--- config.mk ---
export PLATFORM = sky130hd
export DESIGN_NAME = operand_fetch
export DESIGN_NICKNAME = d
export VERILOG_FILES = /design/src/rtl/operand_fetch.sv
export SDC_FILE = /design/constraint.sdc
export NUM_CORES = 1
export LEC_CHECK = 0
export ABC_AREA = 1
export ABC_CLOCK_PERIOD_IN_PS = 2160
export CELL_PAD_IN_SITES_DETAIL_PLACEMENT = 2
export CELL_PAD_IN_SITES_GLOBAL_PLACEMENT = 2
export CORE_MARGIN = 1.5
export CORE_UTILIZATION = 23
export CTS_CLUSTER_DIAMETER = 40
export DETAILED_ROUTE_END_ITERATION = 16
export PLACE_DENSITY_LB_ADDON = 0.1
export SLEW_MARGIN = 5
export SYNTH_ARGS = -nofsm -noshare
export SYNTH_HDL_FRONTEND = slang
export SYNTH_SLANG_ARGS = --single-unit
export TNS_END_PERCENT = 100
--- constraint.sdc ---
create_clock -name clk -period 2.16 [get_ports clk]
set_input_delay 0.432 -clock clk [delete_from_list [all_inputs] [get_ports clk]]
set_output_delay 0.432 -clock clk [all_outputs]
set_load 0.01 [all_outputs]
--- src/rtl/operand_fetch.sv ---
// Register-read stage: bank read, one-entry ID/EX register, scoreboard and wb forwarding.
// Same-cycle writeback bypass is enabled by defining OPFETCH_BYPASS_EN.
module operand_fetch #(
    parameter int BIT_WIDTH  = 32,
    parameter int ADDR_WIDTH = 5,
    parameter int CTRL_WIDTH = 16
) (
    input  logic                  clk,
    input  logic                  rstN,
    input  logic                  inValid,
    output logic                  inReady,
    input  logic [ADDR_WIDTH-1:0] inRs1,
    input  logic [ADDR_WIDTH-1:0] inRs2,
    input  logic [ADDR_WIDTH-1:0] inRd,
    input  logic                  inUsesRs1,
    input  logic                  inUsesRs2,
    input  logic                  inWritesRd,
    input  logic [CTRL_WIDTH-1:0] inCtrl,
    output logic [ADDR_WIDTH-1:0] readAddr1,
    output logic [ADDR_WIDTH-1:0] readAddr2,
    input  logic [BIT_WIDTH-1:0]  readData1,
    input  logic [BIT_WIDTH-1:0]  readData2,
    input  logic                  wbEn,
    input  logic [ADDR_WIDTH-1:0] wbAddr,
    input  logic [BIT_WIDTH-1:0]  wbData,
    output logic                  writeEn,
    output logic [ADDR_WIDTH-1:0] writeAddr,
    output logic [BIT_WIDTH-1:0]  writeData,
    output logic                  outValid,
    input  logic                  outReady,
    output logic [BIT_WIDTH-1:0]  outOp1,
    output logic [BIT_WIDTH-1:0]  outOp2,
    output logic [ADDR_WIDTH-1:0] outRd,
    output logic                  outWritesRd,
    output logic [CTRL_WIDTH-1:0] outCtrl,
    input  logic                  flush
);

    localparam int NREG = 1 << ADDR_WIDTH;

    logic [NREG-1:0]      pend;
    logic [NREG-1:0]      pendNext;
    logic                 byp1;
    logic                 byp2;
    logic                 raw1;
    logic                 raw2;
    logic                 waw;
    logic                 hazard;
    logic                 fire;
    logic                 wbLive;
    logic [BIT_WIDTH-1:0] op1;
    logic [BIT_WIDTH-1:0] op2;

    assign readAddr1 = inRs1;
    assign readAddr2 = inRs2;

    assign wbLive    = wbEn && (wbAddr != '0);
    assign writeEn   = wbLive;
    assign writeAddr = wbAddr;
    assign writeData = wbData;

`ifdef OPFETCH_BYPASS_EN
    assign byp1 = wbEn && (wbAddr == inRs1);
    assign byp2 = wbEn && (wbAddr == inRs2);
`else
    assign byp1 = 1'b0;
    assign byp2 = 1'b0;
`endif

    assign raw1 = inUsesRs1 && (inRs1 != '0) && pend[inRs1] && !byp1;
    assign raw2 = inUsesRs2 && (inRs2 != '0) && pend[inRs2] && !byp2;
    // A writeback to the same rd this cycle retires the older writer, so no WAW.
    assign waw  = inWritesRd && (inRd != '0) && pend[inRd]
                  && !(wbEn && (wbAddr == inRd));

    assign hazard  = raw1 || raw2 || waw;
    assign inReady = (!outValid || outReady) && !hazard && !flush;
    assign fire    = inValid && inReady;

    always_comb begin
        op1 = readData1;
        if (inRs1 == '0) op1 = '0;
        else if (byp1)   op1 = wbData;
    end

    always_comb begin
        op2 = readData2;
        if (inRs2 == '0) op2 = '0;
        else if (byp2)   op2 = wbData;
    end

    // Clear first so a same-cycle set on the same index wins.
    always_comb begin
        pendNext = pend;
        if (wbLive) pendNext[wbAddr] = 1'b0;
        if (fire && inWritesRd && (inRd != '0)) pendNext[inRd] = 1'b1;
        pendNext[0] = 1'b0;
    end

    always_ff @(posedge clk or negedge rstN) begin
        if (!rstN) begin
            pend <= '0;
        end else if (flush) begin
            pend <= '0;
        end else begin
            pend <= pendNext;
        end
    end

    always_ff @(posedge clk or negedge rstN) begin
        if (!rstN) begin
            outValid    <= 1'b0;
            outOp1      <= '0;
            outOp2      <= '0;
            outRd       <= '0;
            outWritesRd <= 1'b0;
            outCtrl     <= '0;
        end else if (flush) begin
            outValid <= 1'b0;
        end else if (fire) begin
            outValid    <= 1'b1;
            outOp1      <= op1;
            outOp2      <= op2;
            outRd       <= inRd;
            outWritesRd <= inWritesRd;
            outCtrl     <= inCtrl;
        end else if (outReady) begin
            outValid <= 1'b0;
        end
    end

endmodule

==> impl_summary.log, run 1 <==
INFO  metric global_route_usage_sum = 23.9%
INFO  metric postLayoutCoreUtil = 43.0%
INFO  metric detailedPlace.worstSlack = -1.12 ns
INFO  metric layoutNonFillerInstCount = 1732
INFO  metric detailedRoute.firstPassIterationCount = 4
INFO  metric run_status = complete, but fails checks
INFO  metric timing.critical_path.slowest_stage_cell = sky130_fd_sc_hd__dfrtp_1
INFO  metric grt_pass1_wl = 55.3 mm
INFO  metric ctsLongestPathBuffers = 2
INFO  metric timing.critical_path.slowest_cell_delay = 0.48 ns
INFO  metric worst_r2r_startpoint = pend[18]
INFO  metric crit_path_start = pend[18]
INFO  metric layout-area-overhead-vs-synth = 84.3%
INFO  metric setup_viol_count_final = 119
INFO  metric mostFrequentLayoutCell = sky130_fd_sc_hd__nand2_1
INFO  metric ys_seq_area_share = 42.7%
INFO  metric global_route.overflow_total = 0
INFO  metric clock-sinks = 118
INFO  metric inserted_clock_buffers = 17
INFO  metric cp_common_cell = sky130_fd_sc_hd__nand2_1
INFO  metric post-layout-total-power = 9.69 mW
INFO  metric critPathArrivalTime = 2.03 ns
INFO  metric post-route-min-period = 2.47 ns
INFO  metric min_period_over_period = 114%
INFO  metric syn-cell-area = 6920 um2
INFO  metric io-pin-count = 277
INFO  metric ys_top_cells_by_area = sky130_fd_sc_hd__dfrtp_1, sky130_fd_sc_hd__nand2_1, sky130_fd_sc_hd__nand3_1
INFO  metric fin_worst_skew = 0.0204 ns
INFO  metric placementRows = 63
INFO  metric path_clk_slew = 0.06 ns
INFO  metric number_of_nets_in_the_synthesized_netlist = 1156
INFO  metric holdCritStartpoint = outOp1[19]
INFO  metric violations = negative setup slack
INFO  metric starting_density_of_the_core = 23.3%
INFO  metric gpl.final_weighted_congestion = 0.883
INFO  metric via_count = 8158
INFO  metric fp.dieW = 176 um
INFO  metric power_density = 759 nW/um2
INFO  metric worst_hold_path_type = flop to flop
INFO  metric core_area = 29600 um2
INFO  metric worst-endpoint-required = 1.73 ns
INFO  metric synth.largest_area_cell = sky130_fd_sc_hd__dfrtp_1
INFO  metric cap_violations = 0
INFO  metric timing_worst_setup_path_type = flop to output port
INFO  metric worst_slack = -0.306 ns
INFO  metric worstSetupEndpointType = output port
INFO  metric worst_slew_pin_slew = 1.08 ns
INFO  metric detail-route-antenna-nets = 0
INFO  metric post_synthesis_cell_type_count = 21
INFO  metric dr_wl_met2 = 19.4 mm
INFO  metric most_used_cells_in_the_layout_excluding_fill_and_tap_cells = sky130_fd_sc_hd__nand2_1, sky130_fd_sc_hd__clkdlybuf4s50_1, sky130_fd_sc_hd__dfrtp_1
INFO  metric number_of_antenna_violations_at_the_first_check_in_global_routing = 3
INFO  metric grt_start_max_net_pins = 45
INFO  metric met3WireLength = 1.87 mm
INFO  metric wirelength_met1 = 16.3 mm
INFO  metric io_buffer_count = 212
INFO  metric ys.warnings.count = 0
INFO  metric total_leakage_power = 5.95 nW
INFO  metric critical_path_peak_fanout = 4
INFO  metric htree_num_levels = 4
INFO  metric rsz0062_at_grt = true
INFO  metric timing_hold_violations_final = 0
INFO  metric timing.fmax = 0.405 GHz
INFO  metric synth_top_area_share = 42.7%
INFO  metric worst_path_dominant_cell_family = simple AND/OR/NAND/NOR gates
INFO  metric number_of_nets_at_the_end_of_the_flow = 1468
INFO  metric final_max_slew_viol_count = 0
INFO  metric root_buffer_cell = sky130_fd_sc_hd__clkbuf_16
INFO  metric clock_insertion_delay_worst_skew = 0.44 ns
INFO  metric crit_chain = nand2_1, nand2_1, nand2_1, nand2_1, nand2_1, nand2_1, nor2_1, nand2_1, a21oi_2, nand3_4, inv_2, buf_6
INFO  metric dp.cells = 1657
INFO  metric tritoncts = yes
INFO  metric die_area = 31100 um2
INFO  metric vdd_drop_max = 0.494 mV
INFO  metric timing.slew.headroom = 27.6%
INFO  metric drive_above_1_share = 33.8%
INFO  metric detail_route.wirelength = 38.3 mm
INFO  metric worstPathBufferInverterCount = 2
INFO  metric dp.final_hpwl = 24.4 mm
INFO  metric dr_iter_0_viols = 302
INFO  metric netlist_instances = 1015
INFO  metric routed_wire_length_per_instance = 22.1 um
INFO  metric grt_pass1_vias = 9088
INFO  metric detail_route.drc_violations = 0
INFO  metric timing.critical_path.from_type = flop
INFO  metric uppermost_layer_routed = met4
INFO  metric syn_area_per_cell = 6.82 um2
INFO  metric synth_seq_cells = 118
INFO  metric viasPerCell = 4.71
INFO  metric die_h = 176 um
metal layers:
layer	up-vias	global-route usage [%]
li1	3796	-
met1	4125	30.7
met2	193	41.1
met3	44	5.06
met4	0	5.44
met5	-	0
synth_stat cells, drive strengths merged:
library cell / number
buf: 82
nor3: 21
o22ai: 2
o211ai: 4
a21oi: 58
dfrtp: 118
nor2: 46
a21boi: 1
nand4: 1
clkbuf: 16
nand3: 155
a22oi: 3
clkinv: 2
inv: 89
nand2: 406
o21ai: 11
where the power goes:
part	internal (mW)	switching [mW]	total (mW)
Clock	1.76	1.30	3.06
Combinational	1.85	1.63	3.48
Sequential	2.67	0.477	3.15
Total	6.28	3.41	9.69
path summary, 6_finish.rpt:
check | end | slack [ns] | depth (start not counted)
setup / recovery | inReady | -0.31 | 12
hold / removal | outOp1[19] | 0.49 | 2
setup reg to reg | outOp1[29] | -0.26 | 18
hold reg to reg | outOp1[19] | 0.49 | 2
max in group asynchronous | outOp1[1] | 1.00 | 3
min in group asynchronous | outCtrl[6] | 0.50 | 2
state kept, by name, summed over array words and instances, names as in the netlist:
| name | flops |
|---|---|
| outCtrl | 16 |
| outOp1 | 32 |
| outOp2 | 32 |
| outRd | 5 |
| outValid | 1 |
| outWritesRd | 1 |
| pend | 31 |
timing repair:
item                                    CTS  global route
buffers inserted                         21             8
hold buffers                              1             0
endpoints found under the setup margin  120           121
pin swaps                                71            57
gates cloned                             20             1
endpoints found under the hold margin    27             0
gates resized for setup                 224           178
per-stage QoR:
stage	hold slack, ns	area, um2	TNS, ns
2_1_floorplan	0.136	6920	0
3_3_place_gp	0.427	10200	-94.58
3_5_place_dp	0.432	10200	-98.96
4_1_cts	0.478	12200	-12.24
5_1_grt	0.510	12800	-39.05
6_report	0.488	12800	-22.24
cells by family (layout without fill, tap and decap cells):
group	count (synthesis)	after routing	synth area share (%)
AND/OR/NAND/NOR	629	629	37.4
buffers and inverters	189	514	13.8
flip-flops	118	118	42.7
AO/OA/AOI/OAI	79	79	6.04
other	0	2	0
worst reg2reg max path, stage by stage (launching register included):
cell                      delay [ns]
sky130_fd_sc_hd__dfrtp_1        0.48
sky130_fd_sc_hd__nand2_1        0.12
sky130_fd_sc_hd__nand2_1        0.07
sky130_fd_sc_hd__nand2_1        0.06
sky130_fd_sc_hd__nand2_1        0.07
sky130_fd_sc_hd__nand2_1        0.09
sky130_fd_sc_hd__nand2_1        0.07
sky130_fd_sc_hd__nor2_1         0.08
sky130_fd_sc_hd__nand2_1        0.10
sky130_fd_sc_hd__a21oi_2        0.18
sky130_fd_sc_hd__nand3_4        0.12
sky130_fd_sc_hd__nor2_4         0.16
sky130_fd_sc_hd__buf_6          0.14
sky130_fd_sc_hd__buf_12         0.13
sky130_fd_sc_hd__buf_12         0.12
sky130_fd_sc_hd__inv_16         0.05
sky130_fd_sc_hd__buf_12         0.15
sky130_fd_sc_hd__nand2_2        0.06
sky130_fd_sc_hd__nand2_1        0.07
cell type report:
type	count	area (um2)
antenna	2	5.00
clock buffer	17	425
clock inverter	15	184
fill	3272	16900
inverter	91	372
multi-input combinational	708	4120
sequential	118	2950
tap	390	488
timing repair buffer	390	4190
timing repair inverter	1	20.0
Power figures use the tool's default switching activity.
==> run 2: changes to the inputs <==
--- a/config.mk
+++ b/config.mk
@@ -9,7 +9,7 @@
 export ABC_CLOCK_PERIOD_IN_PS = 2160
 export CELL_PAD_IN_SITES_DETAIL_PLACEMENT = 2
 export CELL_PAD_IN_SITES_GLOBAL_PLACEMENT = 2
-export CORE_MARGIN = 1.5
+export CORE_MARGIN = 8
 export CORE_UTILIZATION = 23
 export CTS_CLUSTER_DIAMETER = 40
 export DETAILED_ROUTE_END_ITERATION = 16
==> run 2 against run 1 <==
The run still ends with negative setup slack left. Clock skew fell by 0.0013 ns. Fmax down 2.0%. Power shrank 6.3%. First-iteration DRC count increased by 13%. Utilization is 1.9 points lower. Critical path depth up 7. Final cell count grew 1.0%. Count of clock-buffer cells in the layout did not move. Sequential power decreased by 6%.
==> impl_summary.log, run 2 (synthesis gave the netlist of run 1 again) <==
INFO  metric core_area = 29600 um2 (unchanged)
INFO  metric detail_route.drc_violations = 0 (unchanged)
INFO  metric die_h = 189 um (+7.4%)
INFO  metric grt_pass1_vias = 9145 (+0.63%)
INFO  metric multiInputGateArea = 3430 um2 (-17%)
INFO  metric worst_slack = -0.358 ns (-0.0511 ns)
INFO  metric critPathArrivalTime = 2.81 ns (+0.78 ns)
INFO  metric fin_worst_skew = 0.0191 ns (-0.00134 ns)
INFO  metric worst-endpoint-required = 2.45 ns (+0.72 ns)
INFO  metric root_buffer_cell = sky130_fd_sc_hd__clkbuf_16
INFO  metric number_of_antenna_violations_at_the_first_check_in_global_routing = 2 (-1)
INFO  metric min_period_over_period = 117% (+2.4 points)
INFO  metric timing_worst_setup_path_type = flop to flop
INFO  metric vdd_drop_max = 0.456 mV (-7.6%)
INFO  metric layout_top_registers = outOp1: 32 flops, outOp2: 32 flops, pend: 31 flops
INFO  metric final_max_slew_viol_count = 0 (unchanged)
INFO  metric drive_above_1_share = 24.8% (-9.0 points)
INFO  metric setup_viol_count_final = 119 (unchanged)
INFO  metric timing.fmax = 0.397 GHz (-2.0%)
INFO  metric die_area = 35900 um2 (+15%)
INFO  metric violations = negative setup slack
INFO  metric setup-tns-final = -33.67 ns (-11.43 ns)
INFO  metric critical_path_peak_fanout = 5 (+1)
INFO  metric grt_start_max_net_pins = 39 (-13%)
INFO  metric tritoncts = yes
INFO  metric number_of_fill_cells_in_the_layout = 3378 (+3.2%)
INFO  metric fp.dieW = 189 um (+7.4%)
INFO  metric crit_chain = buf_6, nand2_2, nand2_1, nand2_1, nand2_1, nand2_1, nand2_1, nor2_1, nand2_2, a21oi_2, nand3_2, buf_6, nor2_4, buf_8, buf_12, buf_16, nand3_2, nand2_1, nor2_1
INFO  metric detail-route-antenna-nets = 0 (unchanged)
INFO  metric post-layout-total-power = 9.08 mW (-6.3%)
INFO  metric io_buffer_count = 212 (unchanged)
INFO  metric worstSetupEndpointType = flop
INFO  metric via_count = 8287 (+1.6%)
INFO  metric power_density = 744 nW/um2 (-2.0%)
INFO  metric clock-sinks = 118 (unchanged)
INFO  metric grt_pass1_wl = 57.4 mm (+3.7%)
INFO  metric dp.final_hpwl = 26.2 mm (+7.5%)
INFO  metric number_of_nets_at_the_end_of_the_flow = 1487 (+1.3%)
INFO  metric clock_insertion_delay_worst_skew = 0.44 ns (about the same)
INFO  metric inserted_clock_buffers = 17 (unchanged)
INFO  metric timing.critical_path.from_type = flop
INFO  metric total_leakage_power = 5.97 nW (+0.45%)
INFO  metric post-route-min-period = 2.52 ns (+0.0511 ns)
INFO  metric layoutNonFillerInstCount = 1750 (+1.0%)
INFO  metric timing_hold_violations_final = 0 (unchanged)
INFO  metric detail_route.wirelength = 39.5 mm (+3.2%)
INFO  metric dp.cells = 1665 (+0.48%)
INFO  metric placementRows = 63 (unchanged)
INFO  metric most_used_cells_in_the_layout_excluding_fill_and_tap_cells = sky130_fd_sc_hd__nand2_1, sky130_fd_sc_hd__clkdlybuf4s50_1, sky130_fd_sc_hd__buf_4
INFO  metric htree_num_levels = 4 (unchanged)
INFO  metric cp_common_cell = sky130_fd_sc_hd__nand2_1
INFO  metric io-pin-count = 277 (unchanged)
INFO  metric routed_wire_length_per_instance = 22.6 um (+2.2%)
INFO  metric worst_hold_path_type = flop to flop
INFO  metric starting_density_of_the_core = 23.3% (unchanged)
INFO  metric run_status = complete, but fails checks
INFO  metric worst_slew_pin_slew = 0.655 ns (-0.428 ns)
INFO  metric timing.critical_path.slowest_stage_cell = sky130_fd_sc_hd__dfrtp_1
INFO  metric sequential_cell_area = 2960 um2 (about the same)
INFO  metric cap_violations = 0 (unchanged)
INFO  metric detailedRoute.firstPassIterationCount = 4 (unchanged)
INFO  metric rsz0062_at_grt = true
INFO  metric path_clk_slew = 0.06 ns (about the same)
INFO  metric timing.slew.headroom = 56.3% (+29 points)
INFO  metric dr_iter_0_viols = 341 (+13%)
INFO  metric global_route_usage_sum = 21.1% (-2.8 points)
INFO  metric gpl.final_weighted_congestion = 0.849 (-3.8%)
INFO  metric layout-area-overhead-vs-synth = 76.2%
INFO  metric timing.critical_path.slowest_cell_delay = 0.44 ns (-0.04 ns)
INFO  metric mostFrequentLayoutCell = sky130_fd_sc_hd__nand2_1
INFO  metric global_route.overflow_total = 0 (unchanged)
INFO  metric ctsLongestPathBuffers = 2 (unchanged)
INFO  metric viasPerCell = 4.74 (+0.54%)
## run 2: cell types whose count changed in the layout (fill, tap and decap cells not counted), moves of 5 or more
| cell | before | now |
|---|---|---|
| sky130_fd_sc_hd__nand3_2 | 63 | 39 |
| sky130_fd_sc_hd__buf_4 | 110 | 136 |
| sky130_fd_sc_hd__nand2_4 | 53 | 7 |
| sky130_fd_sc_hd__nand3_4 | 9 | 4 |
| sky130_fd_sc_hd__nand3_1 | 83 | 112 |
| sky130_fd_sc_hd__nand2_2 | 86 | 26 |
| sky130_fd_sc_hd__buf_12 | 31 | 23 |
| sky130_fd_sc_hd__buf_6 | 19 | 13 |
| sky130_fd_sc_hd__nand2_1 | 267 | 373 |
## run 2: repair_timing
item                       in CTS  in global routing
pin swaps                       9                 57
hold buffers                    1                  0
gates cloned                   17                  4
resized for setup              76                110
setup endpoints to repair     121                121
hold endpoints to repair       21                  0
setup buffers                  20                 14
## run 2: path summary, 6_finish.rpt
path | start | depth (start not counted) | end | slack, ns
hold / removal | outCtrl[9] | 2 | outCtrl[9] | 0.47
min in group asynchronous | rstN | 2 | pend[5] | 0.48
hold reg to reg | outCtrl[9] | 2 | outCtrl[9] | 0.47
max in group asynchronous | rstN | 3 | pend[23] | 1.05
setup / recovery | pend[29] | 19 | pend[11] | -0.36
setup reg to reg | pend[29] | 19 | pend[11] | -0.36
## run 2: stage by stage
stage	hold WS [ns]	utilization [%]	setup slack [ns]	area [um2]
4_1_cts	0.478	39.2	-0.291	11600
6_report	0.474	41.2	-0.358	12200
3_3_place_gp	0.408	34.5	-1.12	10200
2_1_floorplan	0.136	-	0.0848	6920
5_1_grt	0.493	41.2	-0.454	12200
3_5_place_dp	0.404	34.5	-1.18	10200
## run 2: layout make-up
type	instances	share of cell area (%)
repair buffers	410	36.0
multi-input cells	708	28.1
flip-flops and latches	118	24.2
well taps	390	4.00
clock buffers	17	3.49
inverters	91	2.89
clock inverters	15	1.28
diodes	1	0.0205
## run 2: per-layer routing
layer  vias to the layer above  GRT usage [%]  share of wire [%]
li1                       3834              -                  -
met1                      4192           25.1                 41
met2                       205           37.2                 51
met4                         2           5.83                1.9
met5                         -              0              0.033
met3                        54           5.35                6.2
## run 2: report_power, final
part	internal (mW)	total (mW)	switching (mW)
registers	2.67	2.96	0.293
clock network	1.54	2.88	1.34
logic	1.69	3.24	1.55
total	5.90	9.08	3.18
## run 2: worst max-delay path: cells and delay by family (launching register included)
kind            cells  cell delay, ns
compound gates      1            0.14
buf+inv             5            0.71
flops               1            0.44
simple gates       13            1.06
==> run 3: changes to the inputs <==
--- a/config.mk
+++ b/config.mk
@@ -7,13 +7,11 @@
 export LEC_CHECK = 0
 export ABC_AREA = 1
 export ABC_CLOCK_PERIOD_IN_PS = 2160
-export CELL_PAD_IN_SITES_DETAIL_PLACEMENT = 2
-export CELL_PAD_IN_SITES_GLOBAL_PLACEMENT = 2
 export CORE_MARGIN = 8
-export CORE_UTILIZATION = 23
+export CORE_UTILIZATION = 44
 export CTS_CLUSTER_DIAMETER = 40
 export DETAILED_ROUTE_END_ITERATION = 16
-export PLACE_DENSITY_LB_ADDON = 0.1
+export PLACE_DENSITY = 0.81
 export SLEW_MARGIN = 5
 export SYNTH_ARGS = -nofsm -noshare
 export SYNTH_HDL_FRONTEND = slang
==> run 3 against run 2 <==
The flow still finishes with violations (negative setup slack). Combinational power is 16% lower. Register-to-register slack improved by 0.24 ns. Clock skew shrank 0.0041 ns. Wire length fell by 33%. Worst hold slack worse by 0.036 ns. Critical path type is now flop to output port.
==> impl_summary.log, run 3 (synthesis gave the netlist of run 1 again) <==
INFO  metric run_status = complete, but fails checks
INFO  metric violations = negative setup slack
INFO  metric dp.cells = 1469 (-12%)
INFO  metric power_density = 815 nW/um2 (+9.5%)
INFO  metric dp.final_hpwl = 19.0 mm (-27%)
INFO  metric gpl.final_weighted_congestion = 1.05 (+23%)
INFO  metric switchingPower = 2.63 mW (-17%)
INFO  metric global_route_usage_sum = 25.8% (+4.7 points)
INFO  metric critPathArrivalTime = 1.87 ns (-0.94 ns)
INFO  metric core_area = 15700 um2 (-47%)
INFO  metric viasPerCell = 5.15 (+8.8%)
INFO  metric timing.critical_path.slowest_cell_delay = 0.40 ns (-0.04 ns)
INFO  metric power.clock.fraction = 35.0% (+3.3 points)
INFO  metric placementRows = 46 (-27%)
INFO  metric timing.critical_path.slowest_stage_cell = sky130_fd_sc_hd__dfrtp_1
INFO  metric total_leakage_power = 5.37 nW (-10%)
INFO  metric clock-sinks = 118 (unchanged)
INFO  metric worstSetupEndpointType = output port
INFO  metric timing.critical_path.from_type = flop
INFO  metric detail-route-antenna-nets = 0 (unchanged)
INFO  metric final_max_slew_viol_count = 0 (unchanged)
INFO  metric min_period_over_period = 107% (-10 points)
INFO  metric number_of_antenna_violations_at_the_first_check_in_global_routing = 1 (-1)
INFO  metric layout_top_registers = outOp1: 32 flops, outOp2: 32 flops, pend: 31 flops
INFO  metric crit_chain = inv_1, nand2_1, nand3_1, nand3_1, nand3_1, nand3_1, nand3_2, nand3_2, inv_2, buf_6
INFO  metric r2r_setup_slack = -0.12 ns (+0.24 ns)
INFO  metric drive_above_1_share = 16.2% (-8.6 points)
INFO  metric timing.fmax = 0.435 GHz (+9.4%)
INFO  metric io-pin-count = 277 (unchanged)
INFO  metric setup_viol_count_final = 62 (-48%)
INFO  metric layout-area-overhead-vs-synth = 54.3%
INFO  metric critical_path_peak_fanout = 3 (-2)
INFO  metric timing.slew.headroom = 37.1% (-19 points)
INFO  metric sw_frac_of_total = 30.2% (-4.8 points)
INFO  metric worst_hold_path_type = input port to asynchronous set/reset pin
INFO  metric grt_pass1_wl = 40.3 mm (-30%)
INFO  metric clock_insertion_delay_worst_skew = 0.42 ns (-0.02 ns)
INFO  metric inserted_clock_buffers = 17 (unchanged)
INFO  metric fin_worst_skew = 0.0149 ns (-0.00411 ns)
INFO  metric htree_num_levels = 4 (unchanged)
INFO  metric die_area = 20000 um2 (-44%)
INFO  metric comb_power_share = 31.2% (-4.5 points)
INFO  metric path_clk_slew = 0.06 ns (about the same)
INFO  metric io_buffer_count = 212 (unchanged)
INFO  metric p_int = 6.07 mW (+3.0%)
INFO  metric cp_common_cell = sky130_fd_sc_hd__nand3_1
INFO  metric post-route-min-period = 2.30 ns (-0.217 ns)
INFO  metric p_seq_share = 33.8% (+1.2 points)
INFO  metric rsz0062_at_grt = true
INFO  metric tritoncts = yes
INFO  metric fp.dieW = 141 um (-25%)
INFO  metric grt_start_max_net_pins = 84 (+120%)
INFO  metric root_buffer_cell = sky130_fd_sc_hd__clkbuf_16
INFO  metric global_route.overflow_total = 0 (unchanged)
INFO  metric grt_pass1_vias = 7468 (-18%)
INFO  metric dr_iter_0_viols = 777 (+130%)
INFO  metric worst_path_dominant_cell_family = simple AND/OR/NAND/NOR gates
INFO  metric ctsLongestPathBuffers = 2 (unchanged)
INFO  metric starting_density_of_the_core = 44.2% (+21 points)
INFO  metric worst_slack = -0.141 ns (+0.217 ns)
INFO  metric number_of_fill_cells_in_the_layout = 1331 (-61%)
INFO  metric detail_route.wirelength = 26.6 mm (-33%)
INFO  metric detailedPlace.worstSlack = -0.929 ns (+0.246 ns)
INFO  metric via_count = 7822 (-5.6%)
INFO  metric worst-endpoint-required = 1.73 ns (-0.72 ns)
INFO  metric mostFrequentLayoutCell = sky130_fd_sc_hd__nand2_1
INFO  metric timing_worst_setup_path_type = flop to output port
INFO  metric worstPathBufferInverterCount = 3 (-2)
INFO  metric detail_route.drc_violations = 0 (unchanged)
INFO  metric fin_worst_hold_slack = 0.438 ns (-0.0363 ns)
INFO  metric die_h = 141 um (-25%)
INFO  metric routed_wire_length_per_instance = 17.5 um (-22%)
INFO  metric cap_violations = 0 (unchanged)
INFO  metric num_antenna_cells = 0 (-1)
INFO  metric vdd_drop_max = 0.667 mV (+46%)
INFO  metric layoutNonFillerInstCount = 1518 (-13%)
INFO  metric timing_hold_violations_final = 0 (unchanged)
INFO  metric number_of_nets_at_the_end_of_the_flow = 1430 (-3.8%)
INFO  metric worst_slew_pin_slew = 0.939 ns (+0.284 ns)
INFO  metric detailedRoute.firstPassIterationCount = 5 (+1)
INFO  metric most_used_cells_in_the_layout_excluding_fill_and_tap_cells = sky130_fd_sc_hd__nand2_1, sky130_fd_sc_hd__clkdlybuf4s50_1, sky130_fd_sc_hd__nand3_1
run 3: repair_timing:
action                     CTS  global route
hold endpoints to repair    16             0
setup endpoints to repair  119           118
resized for setup           60            17
buffers inserted             8             3
hold buffers                 1             0
cloned                       2             3
pin swaps                    5             0
run 3: metrics by stage:
stage          area, um2  total power [mW]  setup TNS (ns)  util, %
3_3_place_gp        9720              5.52          -74.83     62.1
5_1_grt            10700              9.10          -14.97     68.2
3_5_place_dp        9720              5.58          -77.19     62.1
2_1_floorplan       6920              4.00               0        -
4_1_cts            10500              8.69          -0.462     67.2
6_report           10700              8.71           -3.78     68.2
run 3: path summary, 6_finish.rpt:
| path | end | start | depth (start not counted) |
|---|---|---|---|
| setup / recovery | inReady | pend[2] | 10 |
| hold / removal | outValid | rstN | 2 |
| setup reg to reg | pend[28] | pend[2] | 15 |
| hold reg to reg | outCtrl[13] | outCtrl[13] | 2 |
| max in group asynchronous | pend[16] | rstN | 3 |
| min in group clk | outCtrl[13] | outCtrl[13] | 2 |
run 3: power by group through the flow:
stage | Sequential [mW] | Combinational (mW) | Clock [mW]
global route | 3.00 | 2.92 | 3.19
finish | 2.95 | 2.71 | 3.05
global placement | 2.95 | 2.57 | 0
CTS | 2.94 | 2.67 | 3.07
floorplan | 3.15 | 0.853 | 0
detailed placement | 2.97 | 2.62 | 0
run 3: layout make-up:
type | count | area [um2] | area share (%)
clock buffers | 18 | 439 | 4.11
clock inverters | 14 | 198 | 1.85
inverters | 91 | 355 | 3.33
multi-input cells | 708 | 3090 | 29.0
flip-flops and latches | 118 | 2950 | 27.7
well taps | 216 | 270 | 2.53
repair buffers | 352 | 3360 | 31.5
repair inverters | 1 | 7.51 | 0.0703
run 3: metal layers:
metal,wire length (um),track usage (%),vias up
li1,-,-,3716
met3,2670,6.18,63
met2,12600,41.2,383
met5,13,0,-
met1,10400,32.9,3658
met4,833,11.1,2
